===== src/rtl/pong_pkg.sv =====
// ============================================================================
// Module : pong_pkg
// Brief  : Quadrature phase table and direction constants shared by the
//          paddle encoder and decoder paths.
// Rev    : 1.0 - initial release
// ============================================================================
`default_nettype none

package pong_pkg;

  localparam logic DIR_FWD = 1'b1;
  localparam logic DIR_REV = 1'b0;

  // {a,b} for phase index i sits at bits [2i+1:2i]: 0=00, 1=10, 2=11, 3=01
  localparam logic [7:0] QUAD_PHASE = 8'b01_11_10_00;

  typedef enum logic [0:0] {
    ST_IDLE = 1'b0,
    ST_RUN  = 1'b1
  } qe_state_t;

  function automatic logic [1:0] quad_phase(input logic [1:0] idx);
    return QUAD_PHASE[{idx, 1'b0} +: 2];
  endfunction

endpackage

`default_nettype wire


===== src/rtl/quad_encoder_tx_if.sv =====
// ============================================================================
// Module : quad_encoder_tx_if
// Brief  : Command handshake and quadrature output bundle of the encoder.
// Rev    : 1.0 - initial release
// ============================================================================
`default_nettype none

interface quad_encoder_tx_if #(
  parameter int CNT_W = 10,
  parameter int POS_W = 10
);

  logic             step_valid;
  logic             step_ready;
  logic             step_dir;
  logic [CNT_W-1:0] step_count;
  logic             abort;
  logic             a;
  logic             b;
  logic             busy;
  logic             done;
  logic [POS_W-1:0] position;

  modport master (
    output step_valid, step_dir, step_count, abort,
    input  step_ready, a, b, busy, done, position
  );

  modport slave (
    input  step_valid, step_dir, step_count, abort,
    output step_ready, a, b, busy, done, position
  );

endinterface

`default_nettype wire


===== src/rtl/quad_dwell_timer.sv =====
// ============================================================================
// Module : quad_dwell_timer
// Brief  : Down-counter timing the hold period of each A/B state.
// Rev    : 1.0 - initial release
// ============================================================================
`default_nettype none

module quad_dwell_timer #(
  parameter int DWELL_CYCLES = 4
) (
  input  wire logic clk,
  input  wire logic rst_n,
  input  wire logic i_clear,
  input  wire logic i_load,
  output logic      o_expire
);

  localparam int TW = $clog2(DWELL_CYCLES + 1);

  logic [TW-1:0] r_cnt;

  // Loading DWELL_CYCLES-1 on an edge makes expiry land on the last held cycle
  always_ff @(posedge clk) begin
    if (!rst_n || i_clear) begin
      r_cnt <= '0;
    end else if (i_load) begin
      r_cnt <= TW'(DWELL_CYCLES - 1);
    end else if (r_cnt != '0) begin
      r_cnt <= r_cnt - 1'b1;
    end
  end

  assign o_expire = (r_cnt == '0);

endmodule

`default_nettype wire


===== src/rtl/quad_encoder_tx.sv =====
// ============================================================================
// Module : quad_encoder_tx
// Brief  : Quadrature encoder emitter: step commands in, dwell-paced Gray A/B out.
// Rev    : 1.0 - initial release
// ============================================================================
`default_nettype none

module quad_encoder_tx
  import pong_pkg::*;
#(
  parameter int DWELL_CYCLES = 4,
  parameter int CNT_W        = 10,
  parameter int POS_W        = 10
) (
  input  wire logic          clk,
  input  wire logic          rst_n,
  quad_encoder_tx_if.slave   bus
);

  qe_state_t        r_state;
  qe_state_t        w_state_nxt;
  logic [1:0]       r_phase;
  logic             r_a;
  logic             r_b;
  logic             r_dir;
  logic             r_done;
  logic [CNT_W-1:0] r_remain;
  logic [POS_W-1:0] r_pos;

  logic             w_accept;
  logic             w_edge;
  logic             w_edge_dir;
  logic             w_load;
  logic             w_clear;
  logic             w_done_nxt;
  logic             w_expire;
  logic [1:0]       w_phase_nxt;

  quad_dwell_timer #(
    .DWELL_CYCLES (DWELL_CYCLES)
  ) u_dwell (
    .clk      (clk),
    .rst_n    (rst_n),
    .i_clear  (w_clear),
    .i_load   (w_load),
    .o_expire (w_expire)
  );

  // The first edge of a command is emitted on the accept edge itself
  always_comb begin
    w_state_nxt = r_state;
    w_accept    = 1'b0;
    w_edge      = 1'b0;
    w_edge_dir  = r_dir;
    w_load      = 1'b0;
    w_clear     = 1'b0;
    w_done_nxt  = 1'b0;
    case (r_state)
      ST_IDLE: begin
        if (bus.step_valid && !bus.abort) begin
          w_accept = 1'b1;
          if (bus.step_count == '0) begin
            w_done_nxt = 1'b1;
          end else begin
            w_state_nxt = ST_RUN;
            w_edge      = 1'b1;
            w_edge_dir  = bus.step_dir;
            w_load      = 1'b1;
          end
        end
      end
      ST_RUN: begin
        if (bus.abort) begin
          w_state_nxt = ST_IDLE;
          w_done_nxt  = 1'b1;
          w_clear     = 1'b1;
        end else if (w_expire) begin
          if (r_remain == '0) begin
            w_state_nxt = ST_IDLE;
            w_done_nxt  = 1'b1;
          end else begin
            w_edge = 1'b1;
            w_load = 1'b1;
          end
        end
      end
      default: w_state_nxt = ST_IDLE;
    endcase
  end

  assign w_phase_nxt = (w_edge_dir == DIR_FWD) ? r_phase + 2'd1 : r_phase - 2'd1;

  always_ff @(posedge clk) begin
    if (!rst_n) begin
      r_state  <= ST_IDLE;
      r_phase  <= 2'd0;
      r_a      <= 1'b0;
      r_b      <= 1'b0;
      r_dir    <= DIR_FWD;
      r_done   <= 1'b0;
      r_remain <= '0;
      r_pos    <= '0;
    end else begin
      r_state <= w_state_nxt;
      r_done  <= w_done_nxt;
      if (w_accept) begin
        r_dir    <= bus.step_dir;
        r_remain <= bus.step_count - 1'b1;
      end else if (w_edge) begin
        r_remain <= r_remain - 1'b1;
      end
      if (w_edge) begin
        r_phase    <= w_phase_nxt;
        {r_a, r_b} <= quad_phase(w_phase_nxt);
        r_pos      <= (w_edge_dir == DIR_FWD) ? r_pos + 1'b1 : r_pos - 1'b1;
      end
    end
  end

  assign bus.step_ready = (r_state == ST_IDLE);
  assign bus.busy       = (r_state == ST_RUN);
  assign bus.done       = r_done;
  assign bus.a          = r_a;
  assign bus.b          = r_b;
  assign bus.position   = r_pos;

endmodule

`default_nettype wire


===== src/flat_wrapper.sv =====
// flat-port wrapper written by rule: the top's interface ports become plain ports
module quad_encoder_tx_flat import pong_pkg::*;
#(
  parameter int DWELL_CYCLES = 4,
  parameter int CNT_W        = 10,
  parameter int POS_W        = 10
)
  (clk, rst_n, bus_step_valid, bus_step_dir, bus_step_count, bus_abort, bus_step_ready, bus_a, bus_b, bus_busy, bus_done, bus_position);
  quad_encoder_tx_if #(.CNT_W(CNT_W), .POS_W(POS_W)) bus_i ();
  input  wire logic clk;
  input  wire logic rst_n;
  input wire logic [$bits(bus_i.step_valid)-1:0] bus_step_valid;
  input wire logic [$bits(bus_i.step_dir)-1:0] bus_step_dir;
  input wire logic [$bits(bus_i.step_count)-1:0] bus_step_count;
  input wire logic [$bits(bus_i.abort)-1:0] bus_abort;
  output wire logic [$bits(bus_i.step_ready)-1:0] bus_step_ready;
  output wire logic [$bits(bus_i.a)-1:0] bus_a;
  output wire logic [$bits(bus_i.b)-1:0] bus_b;
  output wire logic [$bits(bus_i.busy)-1:0] bus_busy;
  output wire logic [$bits(bus_i.done)-1:0] bus_done;
  output wire logic [$bits(bus_i.position)-1:0] bus_position;
  assign bus_i.step_valid = bus_step_valid;
  assign bus_i.step_dir = bus_step_dir;
  assign bus_i.step_count = bus_step_count;
  assign bus_i.abort = bus_abort;
  assign bus_step_ready = bus_i.step_ready;
  assign bus_a = bus_i.a;
  assign bus_b = bus_i.b;
  assign bus_busy = bus_i.busy;
  assign bus_done = bus_i.done;
  assign bus_position = bus_i.position;
  quad_encoder_tx #(.DWELL_CYCLES(DWELL_CYCLES), .CNT_W(CNT_W), .POS_W(POS_W)) u_core (.clk(clk), .rst_n(rst_n), .bus(bus_i));
endmodule

===== config.mk =====
export PLATFORM = sky130hd
export DESIGN_NAME = quad_encoder_tx_flat
export DESIGN_NICKNAME = d
export VERILOG_FILES = /design/src/rtl/pong_pkg.sv /design/src/rtl/quad_encoder_tx_if.sv /design/src/rtl/quad_dwell_timer.sv /design/src/rtl/quad_encoder_tx.sv /design/src/flat_wrapper.sv
export SDC_FILE = /design/constraint.sdc
export NUM_CORES = 1
export LEC_CHECK = 0
export ABC_AREA = 1
export CAP_MARGIN = 20
export CORE_MARGIN = 1
export CORE_UTILIZATION = 50
export CTS_CLUSTER_SIZE = 20
export DETAILED_ROUTE_END_ITERATION = 6
export DONT_BUFFER_PORTS = 1
export PLACE_DENSITY_LB_ADDON = 0.1
export SYNTH_ARGS = -nofsm -noshare
export SYNTH_HDL_FRONTEND = slang
export SYNTH_SLANG_ARGS = --single-unit

===== constraint.sdc =====
create_clock -name clk -period 4.06 [get_ports clk]
set_input_delay 1.218 -clock clk [delete_from_list [all_inputs] [get_ports clk]]
set_output_delay 1.218 -clock clk [all_outputs]
set_load 0.03 [all_outputs]

Word level (Yosys, flattened, before mapping):

Index checks and enable logic that the tools add are counted.

* shift operators: 1
* add/subtract/negate cells: 7
* reduce and logical (&&, ||, !) cells: 11
* bitwise operators: 1
* multiplexer cells: 28

Operator list (number)
* $mux W10: 3
* $sub A10 B1 Y10 const B: 3
* $logic_not A10 Y1: 2
* $mux W1: 19
* $add A10 B1 Y10 const B: 1
* $shiftx A8 B4 Y2 const A: 1
* $mux W2: 3
* $pmux W1 S2: 3
* $reduce_bool A2 Y1: 2
* $logic_not A3 Y1: 1
* $reduce_bool A3 Y1: 1
* $sub A3 B1 Y3 const B: 1
* $add A2 B1 Y2 const B: 1
* $logic_not A1 Y1: 2
* $reduce_or A2 Y1: 1
* $sub A2 B1 Y2 const B: 1
* $logic_and A1 B1 Y1: 1
* $logic_or A1 B1 Y1: 1
* $not A1 Y1: 1

* input port bits: 15
* bits in registers: 30
* output and inout port bits: 15

Depth between registers and ports, before layout:

* depth after elaboration: 7
* gate-level depth with buffers: 20

Cells and area by module:

From an unflattened synthesis, not the netlist that was laid out.

* cell total of the unflattened synthesis: 299
* area total of the unflattened synthesis: 2047.0 µm²

Modules (own cells, without submodules)
* quad_encoder_tx: area an instance 1850.5 µm², times used 1, cells an instance 272
* quad_dwell_timer: area an instance 196.4 µm², times used 1, cells an instance 27

Worst setup path before layout:

Ideal clock, no wire load.

* path type: input-to-reg
* start: input port bus_step_count[5]
* end: register u_core.r_pos[9], in the netlist u_core.bus.position[9]
* setup time: 122 ps
* cell stages on the path: 17
* data arrival time: 2869 ps
* setup slack: 1069 ps
* buffers on the path: 0
* cells stage by stage: nor2_1 -> nand3_1 -> o21bai_4 -> nand2_8 -> nand2_8 -> inv_1 -> ha_1 -> inv_1 -> o21ai_0 -> nand2_1 -> nand2_1 -> nor2_1 -> nand2_1 -> nand2_1 -> nand2_1 -> nand2_1 -> a21oi_2

* word-level cells in the longest chain between the ends: 5
* elaborated cells on any way between the ends: 8
* those cells by class: mux (7); reduce/logical (1)

Ends and longest elaborated chain
* from (decl): line flat_wrapper.sv:14 `input wire logic [$bits(bus_i.step_count)-1:0] bus_step_count;`
* $logic_not A10 Y1 *: line quad_encoder_tx.sv:62 `if (bus.step_count == '0) begin`
* $mux W1: line quad_encoder_tx.sv:62
* $mux W1: line quad_encoder_tx.sv:60 `if (bus.step_valid && !bus.abort) begin`
* $mux W1: line quad_encoder_tx.sv:58 `case (r_state)`
* $mux W10: line quad_encoder_tx.sv:115 `r_pos <= (w_edge_dir == DIR_FWD) ? r_pos + 1'b1 : r_pos - 1'b1;`
* to (signal assigned): line quad_encoder_tx.sv:115
* to (decl): line quad_encoder_tx.sv:28 `logic [POS_W-1:0] r_pos;`

Every way passes the cells marked *; elsewhere a longest branch is shown, timed or not.
A chain may end at the register's enable or synchronous reset.

Worst setup path in the final report:

* start: input port bus_step_valid
* end: register u_core.r_pos[9], in the netlist u_core.bus.position[9]

* word-level cells in the longest chain between the ends: 4
* elaborated cells on any way between the ends: 6
* those cells by class: mux (5); reduce/logical (1)

Ends and longest elaborated chain
* from (decl): line flat_wrapper.sv:12 `input wire logic [$bits(bus_i.step_valid)-1:0] bus_step_valid;`
* $logic_and A1 B1 Y1 *: line quad_encoder_tx.sv:60
* $mux W1: line quad_encoder_tx.sv:60
* $mux W1: line quad_encoder_tx.sv:58
* $mux W10: line quad_encoder_tx.sv:115

Marked as above.

==> key figures <==
Setup path
  • Most frequent cell on the critical path: nand2_1
  • Data arrival, critical path: 3260 ps
  • R2R setup slack: 1240 ps
  • Crit-path cells: inv_1, nor2_4, nand2_4, inv_2, nand3_4, nand2_8, inv_1, ha_1, inv_1, o21ai_0, nand2_1, nand2_1, nor2_1, nand2_1, nand2_1, nand2_1, nand2_1, a21oi_2
  • R2r startpoint: u_core.bus.busy
  • WP buf/inv: 4
  • Worst Path Required: about 4200 ps
  • Delay of the slowest critical-path stage: 330 ps
  • CP max stage cell: ha_1
  • Crit end category: register
  • CP delay by family, top: simple AND/OR/NAND/NOR gates
  • Startpoint types: input pin
  • WS Path Type: input pin to register
  • Reg2Reg Depth: 17
  • Worst r2r dst: u_core.bus.position[9]
  • Crit-path max FO: 16

Clocking
  • Clock root buffer: clkbuf_8
  • Worst-Skew Late Latency: ~290 ps
  • Number of post-CTS setup repair buffers: 0
  • CTS tree: done
  • Maximum clock insertion buffer count: 2
  • H-tree lvl count: 2
  • TritonCTS buffer count: 5
  • Clock transition at path regs: about 70 ps
  • Num Clock Sinks: 29
  • # resized after CTS: 0
  • Cts hold-fix bufs: 0

Floorplan
  • Die extent in x: 64.9 um
  • Initial Util: 0.533
  • Die Y: about 65 um
  • FP Rows: 22
  • Core Box Area: 3720 sq um
  • Ports: 30
  • Die ar.: 4210 sq um

Synth
  • Netlist Area Pre-Place: 1980 sq um
  • Cells after Synth: between 200 and 300
  • Yosys cell types: 39
  • Post-synth EDFFs: 0
  • Post-synth net total: 311
  • Syn avg cell area: 6.83 sq um
  • Ys flop type: dfxtp_1
  • Most numerous cell in the Yosys netlist: nand2_1
  • Top cell type's share of synthesized area: 0.293
  • Synth async-reset ratio: 0
  • Top post-synthesis cells by area: dfxtp_1 29%, nand2_1 11%, inv_1 9.1%
  • Post-synthesis sequential area ratio: 0.293
  • Seq cells post-synth: 29
  • Ys Warns: 0
  • Area leader, netlist: dfxtp_1
  • Commonest cells in the netlist: 57 x nand2_1, 48 x inv_1, 29 x dfxtp_1, 24 x nand3_1

Hold path
  • Hold_sp: u_core.u_dwell.r_cnt[2]
  • Number of cells on the worst hold path: 1
  • HP Class: register to register
  • Hold endpoint: u_core.u_dwell.r_cnt[2]

Routing
  • Remaining DRCs: 0
  • Post-Route WL: 4400 um
  • TritonRoute pass-1 iters: 4
  • DR vias/cell: 5.18
  • Routed via count: 1767
  • DR iter-0 viols: 105
  • WL/cell: 12.9 um
  • Final ANT Viol Nets: 0

STA
  • Slew @ Worst Pin: between 500 and 600 ps
  • Crit path time final: slightly above 3000 ps
  • Max Slew Vio Count: 0
  • Clock skew: 7.17 ps
  • Max-slew headroom: 0.660
  • Final hold viol count: 0
  • Tcrit/Tclk final: 0.762
  • Fmax: between 0.3 and 0.4 GHz
  • Final setup vio count: 0
  • RSZ-0062 raised after global routing: no
  • Hold_ws: 474 ps
  • Setup TNS: 0 ps

Place
  • Inst Count DP: approximately 330
  • IO Port Bufs: 0
  • Post-DP HPWL: 3300 um
  • Gpl congestion: 0.897
  • DP Area: a little over 2000 sq um

GRT
  • First-pass GRT wire length: 7630 um
  • GRT Residual Overflow: 0
  • Largest net degree at the start of global routing: 21
  • Antenna violations before repair: 0
  • Vias in the first global route: 1733
  • Total Routing Usage GR: 0.237

Pwr
  • Max IR drop VDD: 294 uV
  • Lkg Pwr: 1.06 nW
  • PwrDens: around 460 nW/um^2

Flow run
  • Max-Cap Viols: 0

Layout
  • Final Cell Area: 2120 sq um
  • Area Growth Syn to Fin: 6.89%
  • Fill cell count: 364
  • Ant diodes: 0
  • Layout cells sized above 1: 0.106
  • Fin nets: 313
  • Non-filler cells, final: 341

Outcome
  • Outcome: finished, final reports clean
layout by cell type (no fill, tap or decap), types with 2 or more instances in the layout:
cell and n:
o21bai_1 2, o21ai_0 22, inv_1 48, nand2_2 5, a31oi_1 2, nand3_1 24, xor2_1 8, clkbuf_8 7
or2_2 3, nor2_2 3, nor2_1 22, mux2i_1 3, o211ai_1 4, nand2_8 2, a211oi_1 3, a21oi_1 14
and2_1 2, ha_1 6, xnor2_1 4, nand2_1 57, dfxtp_1 29, nor2_4 2, nand4_1 4, inv_2 2
flip-flops by register name (all words and copies together), names as in the netlist:
name and count:
u_core.bus.position 10, u_core.r_remain 10, u_core.u_dwell.r_cnt 3, u_core.r_phase 2, u_core.bus.a 1, u_core.bus.busy 1, u_core.bus.done 1, u_core.r_dir 1
report_power, final:
| group | total (W) | internal, W | switching, W |
|---|---|---|---|
| registers | 0.000392 | 0.000329 | 0.0000634 |
| logic | 0.000310 | 0.000118 | 0.000192 |
| clock network | 0.000272 | 0.000153 | 0.000119 |
| total | 0.000975 | 0.000599 | 0.000375 |
cell families after synthesis:
group | Yosys count | synth area share
buf+inv | 56 | 0.111
flops | 29 | 0.293
xor+xnor | 12 | 0.0531
fa+ha+maj | 6 | 0.0379
mux | 3 | 0.0152
simple gates | 131 | 0.328
compound gates | 53 | 0.161
cell type report:
cell class,count,area (sq um),share of cell area
Multi-Input combinational cell,205,1180,0.557
Sequential cell,29,581,0.274
Inverter,50,188,0.0887
Clock buffer,7,96.3,0.0455
Tap cell,48,60.1,0.0284
Timing Repair Buffer,1,7.51,0.00355
Clock inverter,1,5.00,0.00237
layer usage:
metal | part of all wire | vias up | wire length, um | track usage
li1 | - | 945 | - | -
met1 | 0.49 | 783 | 2130 | 0.303
met2 | 0.44 | 35 | 1930 | 0.375
met3 | 0.062 | 4 | 273 | 0.0616
met4 | 0.014 | 0 | 61 | 0.0917
met5 | 0 | - | 0 | 0
worst reg2reg max path, stage by stage (launching register included):
cell	delay [ps]
dfxtp_1	600
inv_2	210
nand2_4	230
o21bai_4	200
nand2_8	110
nand2_8	120
inv_1	110
ha_1	340
inv_1	100
o21ai_0	120
nand2_1	80
nand2_1	50
nor2_1	170
nand2_1	70
nand2_1	60
nand2_1	40
nand2_1	70
a21oi_2	60
stage by stage:
stage / utilization / setup WS, ps / total power [W]
final: 0.569 / 966 / 0.000975
after floorplan: - / 1070 / 0.000652
after global placement: 0.542 / 663 / 0.000705
after CTS: 0.569 / 967 / 0.000983
after detailed placement: 0.542 / 676 / 0.000708
after global routing: 0.569 / 687 / 0.00105
how the worst max path moves through the flow:
stage | startpoint | end | slack, ps | depth (start not counted)
after floorplan | bus_step_count[5] | u_core.bus.position[9] | 1070 | 17
after global placement | bus_step_valid | u_core.bus.position[9] | 660 | 18
after detailed placement | bus_step_valid | u_core.bus.position[9] | 680 | 18
after CTS | bus_step_valid | u_core.bus.position[9] | 970 | 17
after global routing | bus_step_count[5] | u_core.bus.position[6] | 690 | 19
final | bus_step_valid | u_core.bus.position[9] | 970 | 18
Power figures use the tool's default switching activity.
